<file path="src/rtl/img_fetch_ctrl.sv">
// Frame-memory read sequencer feeding a 2-entry valid/ready pixel buffer.
// Optional FRAME_LOOP_EN: wrap at the last address and keep fetching frames.
module img_fetch_ctrl #(
  parameter int ADDR_W    = 22,
  parameter int DATA_W    = 34,
  parameter int NUM_WORDS = 518400
) (
  input  logic              clk,
  input  logic              rst_n,
  input  logic              start,
  output logic [ADDR_W-1:0] count,
  input  logic [DATA_W-1:0] data,
  output logic              out_valid,
  input  logic              out_ready,
  output logic [31:0]       out_pix,
  output logic              out_sof,
  output logic              out_eol,
  output logic              busy,
  output logic              done
);

  localparam logic [ADDR_W-1:0] LAST = ADDR_W'(NUM_WORDS - 1);

  typedef enum logic [1:0] {
    IDLE,
    FETCH,
    FLUSH,
    DONE
  } st_t;

  typedef struct packed {
    logic [31:0] pix;
    logic        sof;
    logic        eol;
  } ent_t;

  st_t         st, st_n;
  logic [ADDR_W-1:0] cnt_n;
  ent_t        b0, b1, wr;
  logic [1:0]  n;
  logic        full, empty, pop, push;
  logic        wvld, empty_nx;
`ifdef FRAME_LOOP_EN
  logic        wrap_n, wrap_q;
`endif

  assign wvld  = data[DATA_W-1];
  assign full  = (n == 2'd2);
  assign empty = (n == 2'd0);
  assign pop   = !empty && out_ready;
  assign push  = (st == FETCH) && wvld
              && (!full || pop);
  assign empty_nx = empty
                 || ((n == 2'd1) && pop);

  assign wr.pix = data[31:0];
  assign wr.sof = (count == '0);
  assign wr.eol = data[DATA_W-2];

  assign out_valid = !empty;
  assign out_pix   = b0.pix;
  assign out_sof   = b0.sof;
  assign out_eol   = b0.eol;
  assign busy      = (st != IDLE);
`ifdef FRAME_LOOP_EN
  assign done      = (st == DONE) || wrap_q;
`else
  assign done      = (st == DONE);
`endif

  always_comb begin
    st_n  = st;
    cnt_n = count;
`ifdef FRAME_LOOP_EN
    wrap_n = 1'b0;
`endif
    unique case (st)
      IDLE: if (start) st_n = FETCH;
      FETCH: begin
        if (!wvld) begin
          st_n = FLUSH;
        end else if (push) begin
          if (count == LAST) begin
`ifdef FRAME_LOOP_EN
            cnt_n  = '0;
            wrap_n = 1'b1;
`else
            st_n = FLUSH;
`endif
          end else begin
            cnt_n = count + 1'b1;
          end
        end
      end
      FLUSH: if (empty_nx) st_n = DONE;
      DONE: begin
        st_n  = IDLE;
        cnt_n = '0;
      end
      default: st_n = IDLE;
    endcase
  end

  always_ff @(posedge clk) begin
    if (!rst_n) begin
      st    <= IDLE;
      count <= '0;
`ifdef FRAME_LOOP_EN
      wrap_q <= 1'b0;
`endif
    end else begin
      st    <= st_n;
      count <= cnt_n;
`ifdef FRAME_LOOP_EN
      wrap_q <= wrap_n;
`endif
    end
  end

  // head is b0; a push lands in the first free slot after any pop
  always_ff @(posedge clk) begin
    if (!rst_n) begin
      b0 <= '0;
      b1 <= '0;
      n  <= 2'd0;
    end else begin
      unique case ({push, pop})
        2'b10: begin
          if (empty) b0 <= wr;
          else       b1 <= wr;
          n <= n + 2'd1;
        end
        2'b01: begin
          b0 <= b1;
          n  <= n - 2'd1;
        end
        2'b11: begin
          if (n == 2'd1) begin
            b0 <= wr;
          end else begin
            b0 <= b1;
            b1 <= wr;
          end
        end
        default: ;
      endcase
    end
  end

endmodule

</file>
<file path="config.mk">
export PLATFORM = sky130hd
export DESIGN_NAME = img_fetch_ctrl
export DESIGN_NICKNAME = d
export VERILOG_FILES = /design/src/rtl/img_fetch_ctrl.sv
export SDC_FILE = /design/constraint.sdc
export NUM_CORES = 1
export LEC_CHECK = 0
export BUFFER_PORTS_ARGS = -buffer_cell sky130_fd_sc_hd__buf_2
export CORE_ASPECT_RATIO = 0.7
export CORE_MARGIN = 2
export CORE_UTILIZATION = 30
export CTS_CLUSTER_DIAMETER = 30
export CTS_CLUSTER_SIZE = 16
export DETAILED_ROUTE_END_ITERATION = 12
export GPL_TIMING_DRIVEN = 0
export PLACE_DENSITY_LB_ADDON = 0.25
export SETUP_SLACK_MARGIN = 0.05
export SYNTH_ARGS = -nofsm -noshare
export SYNTH_HDL_FRONTEND = slang
export SYNTH_SLANG_ARGS = --single-unit
</file>
<file path="constraint.sdc">
create_clock -name clk -period 4.5 [get_ports clk]
set_input_delay 0.225 -clock clk [delete_from_list [all_inputs] [get_ports clk]]
set_output_delay 0.225 -clock clk [all_outputs]
set_load 0.01 [all_outputs]
</file>
-- Yosys cells after proc, flatten, opt, wreduce, memory -nomap -nowiden
Cells that the tools add are included.
- register bits after elaboration: 94
- bits of input ports: 38
- output and inout bits: 59
- $add $sub $neg: 3
- equal/unequal tests: 19
- mux-type cells: 17
- reduce and logical (&&, ||, !) cells: 20
- operators by type and width (kind ; number):
    34-bit 2-to-1 mux ; 4
    34-bit case mux with 3 select lines ; 1
    34-bit case mux with 2 select lines ; 1
    22-bit 2-to-1 mux ; 3
    22-bit case mux with 2 select lines ; 1
    22-bit by 1-bit adder with 22-bit output, second input constant ; 1
    22-bit by 19-bit == test with 1-bit output, second input constant ; 1
    22-bit zero test ; 1
    2-bit inequality test, second input constant ; 8
    2-bit == test, second input constant ; 5
    2-bit 2-to-1 mux ; 5
    2-bit case mux with 4 select lines ; 1
    4-bit AND reduction ; 2
    2-bit nonzero test ; 4
    2-bit by 1-bit == test with 1-bit output, second input constant ; 3
    1-bit logical AND ; 4
    2-bit zero test ; 2
    2-bit case mux with 2 select lines ; 1
    3-bit by 2-bit inequality test with 1-bit output, second input constant ; 1
    3-bit inequality test, second input constant ; 1
    3-bit AND reduction ; 1
    3-bit nonzero test ; 1
    2-bit by 1-bit adder with 2-bit output, second input constant ; 1
    1-bit zero test ; 2
    3 further kinds ; 4

-- Depth between registers and ports, before layout
Gate-level depths: netlist of the first run.
- depth in word-level cells: 8
- gate-level depth with buffers: 10
- gate-level depth less buffers: 8

-- Worst setup path before layout of the first run
Ideal clock, no wire load.
- path kind: register to register
- start point: reg n[0]
- end point: reg count[16]
- setup time: 115 ps
- data arrival time: 1977 ps
- slack: 2408 ps
- cell stages (with the launch flop): 9
- buffers on the path: 0
- clock period less this slack: 2092 ps
- cell sequence: dfxtp_1 > inv_1 > ha_1 > or2b_2 > a21oi_4 > o21a_1 > o21ai_0 > o21a_1 > o21ba_2
- word-level cells in the longest chain between the ends: 7
- elaborated cells between the ends (all ways): 9
- classes of those cells: 2 x eq/ne; 7 x reduce/logical
- ends and longest elaborated chain (element ; line ; RTL):
    start, declared ; 40 ; logic [1:0] n;
    start signal, assigned ; 131 ; n <= n + 2'd1;
    start signal, assigned ; 135 ; n <= n - 2'd1;
    2-bit zero test ; 49 ; assign empty = (n == 2'd0);
    1-bit zero test ; 50 ; assign pop = !empty && out_ready;
    1-bit logical AND ; 50 ;
    1-bit logical OR (*) ; 52 ; && (!full || pop);
    1-bit logical AND (*) ; 52 ;
    2-bit inequality test (no source line) (*) ; n/a ;
    4-bit AND reduction (no source line) (*) ; n/a ;
    end signal, assigned ; 113 ; count <= cnt_n;
    end, declared ; 11 ; output logic [ADDR_W-1:0] count,
Every way passes the cells marked *; elsewhere a longest branch is shown, timed or not.
A chain may end at the register's enable or synchronous reset.

-- Worst setup path in the final report of the first run
- start point: reg n[0]
- end point: reg b0, in the netlist out_pix[24]
- word-level cells in the longest chain between the ends: 8
- elaborated cells between the ends (all ways): 16
- classes of those cells: 6 x eq/ne; 2 x mux; 8 x reduce/logical
- ends and longest elaborated chain (element ; line ; RTL):
    2-bit zero test ; 49 ;
    1-bit zero test ; 50 ;
    1-bit logical AND ; 50 ;
    1-bit logical OR ; 52 ;
    1-bit logical AND ; 52 ;
    2-bit == test / 2-bit by 1-bit == test with 1-bit output (equally long branches) ; 127 ; unique case ({push, pop})
    2-bit inequality test (no source line) / 3-bit nonzero test (equally long branches) ; n/a ;
    2-bit AND reduction (no source line) ; n/a ;
    end signal, assigned ; 129 ; if (empty) b0 <= wr;
    end signal, assigned ; 139 ; b0 <= wr;
    end, declared ; 39 ; ent_t b0, b1, wr;
Several ways; a longest one is shown, not always the timed one.

==> results of run 1 <==
-- cells by family after synthesis --
| group | after synthesis | share of synthesized area |
|---|---|---|
| AO/OA/AOI/OAI | 108 | 0.206 |
| adder cells (fa/ha/maj) | 10 | 0.0286 |
| multiplexers | 33 | 0.0754 |
| XOR/XNOR | 20 | 0.0400 |
| AND/OR/NAND/NOR | 174 | 0.174 |
| buffers and inverters | 42 | 0.0474 |
| flip-flops | 94 | 0.429 |
-- layer usage --
metal,track usage,share of wire,vias up
met5,0,0.0015,-
met4,0.0388,0.011,4
met3,0.0541,0.063,15
met2,0.222,0.42,98
met1,0.213,0.51,1748
li1,-,-,1880
-- layout make-up --
cell class              instances  area (µm²)  share of cell area
well taps                     190         238              0.0441
clock buffers                  11         233              0.0432
repair buffers                 95         475              0.0883
plain buffers                  31         166              0.0309
flip-flops and latches         94        1880               0.349
clock inverters                 5        58.8              0.0109
multi-input cells             345        2290               0.426
inverters                      11        41.3             0.00767
-- registers in the layout, indices dropped and copies added, names as in the netlist --
register	flops
n	2
st	2
out_sof	1
b1	34
out_pix	32
count	22
out_eol	1
-- synth_stat cells, types with 6 or more instances --
cell type	n	area share
o2111ai_1	6	0.012
nand4_1	6	0.0086
nand3_1	6	0.0069
xnor2_1	8	0.016
clkbuf_1	12	0.010
nor2_1	22	0.019
ha_1	10	0.029
mux2i_1	33	0.075
inv_1	11	0.0094
o21ai_0	6	0.0069
a21oi_1	9	0.010
dfxtp_1	94	0.43
o211a_1	34	0.078
buf_2	10	0.011
nor3_1	6	0.0069
nand2_1	113	0.097
and3_1	6	0.0086
a21boi_0	34	0.058
xor2_1	12	0.024
-- power by group through the flow --
stage	clock, mW	sequential, mW	combinational (mW)
after floorplan	0	1.18	0.537
final	0.759	1.11	0.929
after global routing	0.824	1.13	1.04
after CTS	0.783	1.11	0.943
after detailed placement	0	1.12	0.936
after global placement	0	1.12	0.926
-- through the flow --
step | worst slack [ns] | cells | util | cell area [µm²] | hold slack [ns]
6_report | 2.08 | 782 | 0.382 | 5390 | 0.137
4_1_cts | 2.05 | 782 | 0.382 | 5390 | 0.128
2_1_floorplan | 2.41 | 481 | - | 4380 | 0.370
5_1_grt | 1.87 | 782 | 0.382 | 5390 | 0.131
3_3_place_gp | 2.10 | 766 | 0.361 | 5090 | 0.450
3_5_place_dp | 2.07 | 766 | 0.361 | 5090 | 0.457
-- placed cells by master, fill, tap and decap left out, drive strengths merged, types with 2 or more instances in the layout --
cell	instances
nand4	6
nor4	3
o311a	2
a21boi	34
nor3	6
clkinvlp	2
o211ai	3
nand3	7
and2	3
xor2	12
o21ai	7
and3	6
a21oi	10
nor2	22
o2111ai	6
ha	10
o211a	34
o21a	3
clkbuf	24
xnor2	8
buf	113
nand2	114
mux2i	33
a211oi	2
inv	12
dfxtp	94
nor2b	2
-- worst max-delay path by stage --
stage / start / endpoint / slack (ns) / cells after the start
global placement: n[0] / out_pix[23] / 2.10 / 9
CTS: n[0] / out_pix[24] / 2.05 / 9
global route: n[1] / out_pix[24] / 1.87 / 9
finish: n[0] / out_pix[24] / 2.08 / 9
floorplan: n[0] / count[16] / 2.41 / 8
detailed placement: n[0] / out_pix[24] / 2.07 / 9
-- worst max-delay path: stages (launching register included) --
cell     delay (ns)
dfxtp_1        0.37
inv_1          0.09
ha_1           0.27
or2b_2         0.36
a21oi_4        0.25
nand2_1        0.08
nand2_1        0.17
buf_1          0.41
nand2_1        0.14
o211a_1        0.15
==> results.sh, run 1 <==
export IMPL_status="complete, no violations"
export IMPL_worst_hold_path_type="in -> reg"
export IMPL_cts_root_buf="clkbuf_16"
export IMPL_relSlewSlack=0.644
export IMPL_rrSetupSlack_ns=2.08
export IMPL_dp_hpwl_um=8690
export IMPL_drive_gt1_frac=0.226
export IMPL_synth_ff_type="dfxtp_1"
export IMPL_drc_errors=0
export IMPL_clockPowerShare=0.272
export IMPL_setup_violations=0
export IMPL_wl_per_cell_um=14.9
export IMPL_min_to="b1[30]"
export IMPL_hold_viol=0
export IMPL_worstMarginPinSlew_ns=0.533
export IMPL_dr_total_vias=3745
export IMPL_grt_use_total=0.152
export IMPL_fillers=1446
export IMPL_gp_congestion=0.902
export IMPL_crit_arrival_ns=2.65
export IMPL_die_width_um=148
export IMPL_hold_depth=3
export IMPL_max_cap_violations=0
export IMPL_first_iter_violations=194
export IMPL_timing_rr_start="n[0]"
export IMPL_clk_path_buf_depth=2
export IMPL_ys_types=47
export IMPL_post_cts_buffers=0
export IMPL_fmax_mhz=414
export IMPL_avgSynthCellArea_um2=9.11
export IMPL_fin_nets=635
export IMPL_sequentialPowerShare=0.396
export IMPL_slew_viol_final=0
export IMPL_grt_pass1_vias=3569
export IMPL_netSwitchingPower_uw=969
export IMPL_ant_nets=0
export IMPL_share_comb_of_total_power=0.333
export IMPL_cts_tree="built"
export IMPL_async_flop_share=0
export IMPL_rsz0062_at_grt="no"
export IMPL_synth_nets=529
export IMPL_p_int_mw=1.83
export IMPL_rows=36
export IMPL_post_route_min_period_ns=2.42
export IMPL_diodes=0
export IMPL_r2r_end="out_pix[24]"
export IMPL_cts_resized=0
export IMPL_routed_via_density=4.79
export IMPL_endpoint_kind="flop"
export IMPL_htreeDepth=3
export IMPL_grt_ovfl_total=0
export IMPL_ctsHoldBuffers=0
export IMPL_ios=97
export IMPL_start_util=0.311
export IMPL_cts_buffers=9
export IMPL_synthCells=481
export IMPL_area_delta_synth_final_pct=22.9
export IMPL_clk_pin_slew_worst_paths_ns=0.07
export IMPL_grt_pass1_wl_um=18600
export IMPL_swShare=0.347
export IMPL_synthesis_area_mm2=0.00438
export IMPL_seq_area_frac_synth=0.429
export IMPL_p_per_area_mw_per_mm2=519
export IMPL_firstDrtPassIters=4
export IMPL_core_mm2=0.0141
export IMPL_fin_skew_ns=0.00494
export IMPL_io_buffers=95
export IMPL_die_h_um=105
export IMPL_die_area_mm2=0.0156
export IMPL_max_vdd_ir_drop_mv=0.236
export IMPL_setup_tns_ns=0
export IMPL_grt_max_degree=16
export IMPL_p_leak_nw=2.50
export IMPL_hold_start="data[28]"
export IMPL_antenna_found_initial=2
export IMPL_ys_warn_count=0
export IMPL_clkSinkCount=94
export IMPL_synth_seq_cells=94
export IMPL_path_class="reg -> reg"
export IMPL_power_mw=2.79
export IMPL_worstPathMaxFanout=10
export IMPL_cp_required_ns=4.73
export IMPL_synth_edff_count=0
export IMPL_fin_crit_sh=0.537
export IMPL_totalWireLength_um=11700
export IMPL_startpoint_type="flop"
export IMPL_clock_latency_ns=0.34
export IMPL_r2r_cells=9
Note: power is estimated with default switching activity, not from simulation.
==> run 2, diff against run 1 <==
clock period = 2.3 ns   (was 4.5 ns; I/O delays follow)
==> results.sh, run 2 (same netlist as run 1, synthesis figures left out) <==
export IMPL_status="complete, no violations"
export IMPL_hold_start="data[28]"
export IMPL_rsz0062_at_grt="no"
export IMPL_drive_gt1_frac=0.250
export IMPL_slowest_delay_ns=0.38
export IMPL_htreeDepth=3
export IMPL_wl_per_cell_um=14.9
export IMPL_ctsHoldBuffers=0
export IMPL_grt_max_degree=16
export IMPL_grt_use_total=0.152
export IMPL_routed_via_density=4.80
export IMPL_clk_pin_slew_worst_paths_ns=0.07
export IMPL_start_util=0.311
export IMPL_largest_register="b1"
export IMPL_worst_hold_path_type="in -> reg"
export IMPL_dr_total_vias=3775
export IMPL_clk_path_buf_depth=2
export IMPL_fin_skew_ns=0.00466
export IMPL_path_delay_family="compound AO/OA/AOI/OAI gates"
export IMPL_die_width_um=148
export IMPL_power_mw=5.57
export IMPL_regArea_mm2=0.00188
export IMPL_fin_util=0.390
export IMPL_fillers=1442
export IMPL_diodes=0
export IMPL_grt_pass1_wl_um=18700
export IMPL_die_area_mm2=0.0156
export IMPL_crit_chain="nor4_4 -> nand3_2 -> a2111oi_2 -> o221ai_1 -> o311a_1"
export IMPL_p_leak_nw=2.55
export IMPL_cts_root_buf="clkbuf_16"
export IMPL_clock_latency_ns=0.34
export IMPL_fin_crit_sh=0.912
export IMPL_r2r_end="st[0]"
export IMPL_crit_buf_inv=0
export IMPL_area_delta_synth_final_pct=25.4
export IMPL_grt_pass1_vias=3577
export IMPL_path_class="reg -> reg"
export IMPL_hold_viol=0
export IMPL_fin_nets=640
export IMPL_dp_hpwl_um=8690
export IMPL_multi_input_area_mm2=0.00232
export IMPL_cp_required_ns=2.53
export IMPL_setup_tns_ns=0
export IMPL_final_common_cell="nand2_1"
export IMPL_rows=36
export IMPL_crit_arrival_ns=2.33
export IMPL_first_iter_violations=175
export IMPL_fin_cells=787
export IMPL_endpoint_kind="flop"
export IMPL_p_per_area_mw_per_mm2=1010
export IMPL_max_cap_violations=0
export IMPL_dp_cells=766
export IMPL_r2r_cells=5
export IMPL_ios=97
export IMPL_die_h_um=105
export IMPL_startpoint_type="flop"
export IMPL_design_area_mm2=0.00549
export IMPL_worstPathMaxFanout=5
export IMPL_setup_violations=0
export IMPL_hold_depth=3
export IMPL_post_route_min_period_ns=2.10
export IMPL_worstMarginPinSlew_ns=0.514
export IMPL_timing_rr_start="count[8]"
export IMPL_cts_buffers=9
export IMPL_slew_viol_final=0
export IMPL_core_mm2=0.0141
export IMPL_antenna_found_initial=2
export IMPL_rrSetupSlack_ns=0.20
export IMPL_totalWireLength_um=11700
export IMPL_layout_common_cells="nand2_1, buf_2, dfxtp_1"
export IMPL_place_area_mm2=0.00509
export IMPL_largest_reg_flops=34
export IMPL_gp_congestion=0.902
export IMPL_cts_tree="built"
export IMPL_max_vdd_ir_drop_mv=0.462
export IMPL_clkSinkCount=94
export IMPL_firstDrtPassIters=4
export IMPL_min_to="b1[30]"
export IMPL_drc_errors=0
export IMPL_cp_slowest_cell="nor4_4"
export IMPL_relSlewSlack=0.657
export IMPL_fmax_mhz=477
export IMPL_io_buffers=95
export IMPL_ant_nets=0
export IMPL_grt_ovfl_total=0
## run 2: cell count changes in the layout (fill, tap and decap cells not counted), sizes merged
cell and delta:
clkbuf +1, buf +4
## run 2: power by group
part / total, mW / leakage, nW / internal [mW] / switching, mW
combinational: 1.92 / 1.65 / 0.840 / 1.08
sequential: 2.16 / 0.765 / 1.97 / 0.190
clock: 1.49 / 0.136 / 0.846 / 0.640
## run 2: metal layers
metal  track usage  wire [µm]  vias to the layer above
met3        0.0541        785                       18
li1              -          -                     1891
met5             0         18                        -
met1         0.213       5880                     1769
met2         0.222       4930                       93
met4        0.0388        134                        4
## run 2: worst min-delay path, cell delays in order
cell and delay [ns]:
buf_2 0.10, nand2_1 0.04, a21boi_0 0.06
## run 2: metrics by stage
stage          worst slack [ns]  hold slack, ns
6_report                  0.202          0.0255
5_1_grt                  0.0506          0.0208
4_1_cts                 0.00328          0.0184
3_5_place_dp             -0.134           0.385
3_3_place_gp            -0.0957           0.378
2_1_floorplan             0.208           0.260
## run 2: how the worst max path moves through the flow
stage | from | end | cells past startpoint
3_5_place_dp | n[0] | out_pix[24] | 9
3_3_place_gp | n[0] | out_pix[23] | 9
4_1_cts | n[0] | b1[1] | 7
6_report | count[8] | st[0] | 5
5_1_grt | count[3] | count[16] | 6
2_1_floorplan | n[0] | count[16] | 8
## run 2: area by class of cell
| type | count | share of cell area |
|---|---|---|
| Buffer | 31 | 0.0385 |
| Clock buffer | 11 | 0.0424 |
| Clock inverter | 5 | 0.0107 |
| Inverter | 11 | 0.00752 |
| Multi-Input combinational cell | 345 | 0.422 |
| Sequential cell | 94 | 0.343 |
| Tap cell | 190 | 0.0433 |
| Timing Repair Buffer | 100 | 0.0934 |
## run 2: timing repair
| action | 4_1_cts | 5_1_grt |
|---|---|---|
| setup endpoints to repair | 66 | 88 |
| buffers inserted | 0 | 5 |
| gates resized for setup | 12 | 18 |
| pin swaps | 0 | 2 |
==> run 3, diff against run 2 <==
BUFFER_PORTS_ARGS = not set   (was -buffer_cell sky130_fd_sc_hd__buf_2)
DONT_BUFFER_PORTS = 1   (was not set)
SETUP_SLACK_MARGIN = not set   (was 0.05)
==> results.sh, run 3 (same netlist as run 1, synthesis figures left out) <==
export IMPL_cts_buffers=9
export IMPL_grt_ovfl_total=0
export IMPL_regArea_mm2=0.00188
export IMPL_core_mm2=0.0141
export IMPL_final_common_cell="nand2_1"
export IMPL_drive_gt1_frac=0.0926
export IMPL_p_per_area_mw_per_mm2=1020
export IMPL_fmax_mhz=467
export IMPL_dp_hpwl_um=8690
export IMPL_wl_per_cell_um=17.2
export IMPL_die_h_um=105
export IMPL_rows=36
export IMPL_die_area_mm2=0.0156
export IMPL_grt_use_total=0.163
export IMPL_io_buffers=0
export IMPL_start_util=0.311
export IMPL_htreeDepth=3
export IMPL_ant_nets=0
export IMPL_timing_rr_start="n[0]"
export IMPL_grt_pass1_vias=3629
export IMPL_layout_common_cells="nand2_1, dfxtp_1, o211a_1"
export IMPL_grt_max_degree=15
export IMPL_diodes=0
export IMPL_antenna_found_initial=0
export IMPL_relSlewSlack=0.628
export IMPL_crit_arrival_ns=2.38
export IMPL_gp_congestion=0.865
export IMPL_max_cap_violations=0
export IMPL_status="complete, no violations"
export IMPL_totalWireLength_um=12300
export IMPL_critical_path_startpoint="n[0]"
export IMPL_post_route_min_period_ns=2.14
export IMPL_ios=97
export IMPL_multi_input_area_mm2=0.00232
export IMPL_grt_use_met1=0.209
export IMPL_first_iter_violations=184
export IMPL_setup_violations=0
export IMPL_cts_tree="built"
export IMPL_holdWs_ns=0.0340
export IMPL_firstDrtPassIters=4
export IMPL_largest_register="b1"
export IMPL_r2r_cells=9
export IMPL_hold_viol=0
export IMPL_die_width_um=148
export IMPL_setup_tns_ns=0
export IMPL_largest_reg_flops=34
export IMPL_slew_viol_final=0
export IMPL_fin_nets=573
export IMPL_max_vdd_ir_drop_mv=0.506
export IMPL_clk_path_buf_depth=2
export IMPL_fin_crit_sh=0.931
export IMPL_fillers=1424
export IMPL_grt_pass1_wl_um=19600
export IMPL_clock_latency_ns=0.34
export IMPL_drc_errors=0
export IMPL_dr_total_vias=3581
export IMPL_clk_pin_slew_worst_paths_ns=0.06
export IMPL_worstPathMaxFanout=10
export IMPL_place_area_mm2=0.00462
export IMPL_worstMarginPinSlew_ns=0.558
export IMPL_hold_start="data[17]"
export IMPL_clkSinkCount=94
export IMPL_p_leak_nw=2.23
export IMPL_met3_usage=0.0747
export IMPL_path_class="reg -> reg"
export IMPL_hold_depth=3
export IMPL_startpoint_type="flop"
export IMPL_busiest_layer="met2"
export IMPL_power_mw=5.45
export IMPL_fin_skew_ns=0.00896
export IMPL_cp_required_ns=2.54
export IMPL_routed_via_density=4.98
export IMPL_met2_usage=0.245
export IMPL_cts_root_buf="clkbuf_16"
export IMPL_endpoint_kind="flop"
export IMPL_design_area_mm2=0.00534
export IMPL_rsz0062_at_grt="no"
export IMPL_post_cts_buffers=0
export IMPL_worst_hold_path_type="in -> reg"
export IMPL_area_delta_synth_final_pct=21.9
[run 3: cell count changes in the layout (fill, tap and decap cells not counted), sizes merged]
cell and change:
clkinvlp -2, dlygate4sd3 +33, clkbuf +1, inv -1, bufinv +1, buf -100
[run 3: metal layers]
layer	wire length (µm)	part of all wire	vias to the layer above
li1	-	-	1762
met1	5700	0.46	1696
met2	5320	0.43	111
met3	1180	0.096	12
met4	139	0.011	0
met5	0	0	-
[run 3: worst paths after layout]
check                end  slack [ns]
min reg2reg       b1[30]        0.47
max              out_sof        0.16
min          out_pix[17]        0.03
max reg2reg      out_sof        0.16
[run 3: what timing repair did]
action,4_1_cts,5_1_grt
setup endpoints to repair,33,63
resized for setup,11,28
pin swaps,0,1
endpoints found under the hold margin,33,0
hold buffers,33,0
[run 3: report_power, final]
| part | switching (mW) | internal (mW) | leakage (nW) |
|---|---|---|---|
| clock network | 0.615 | 0.979 | 0.153 |
| logic | 0.852 | 0.640 | 1.32 |
| registers | 0.386 | 1.98 | 0.765 |
| total | 1.85 | 3.60 | 2.23 |
[run 3: metrics by stage]
| step | worst slack [ns] | util | instances |
|---|---|---|---|
| final | 0.159 | 0.379 | 719 |
| after CTS | -0.0131 | 0.375 | 719 |
| after global routing | 0.0108 | 0.379 | 719 |
| after global placement | -0.0897 | 0.328 | 671 |
| after detailed placement | -0.144 | 0.328 | 671 |
| after floorplan | 0.208 | - | 481 |
[run 3: cell type report]
class | count | area share
plain buffers | 31 | 0.0412
flip-flops and latches | 94 | 0.352
inverters | 11 | 0.00773
repair buffers | 33 | 0.0618
multi-input cells | 345 | 0.433
clock inverters | 3 | 0.0129
well taps | 190 | 0.0445
clock buffers | 12 | 0.0461
[run 3: critical path, stage by stage (launching register included)]
cell      delay [ns]
dfxtp_1         0.37
inv_1           0.08
ha_1            0.26
or2b_4          0.30
a21oi_4         0.24
nand2_1         0.08
nand2_1         0.18
buf_6           0.18
o311ai_0        0.17
o211a_1         0.17
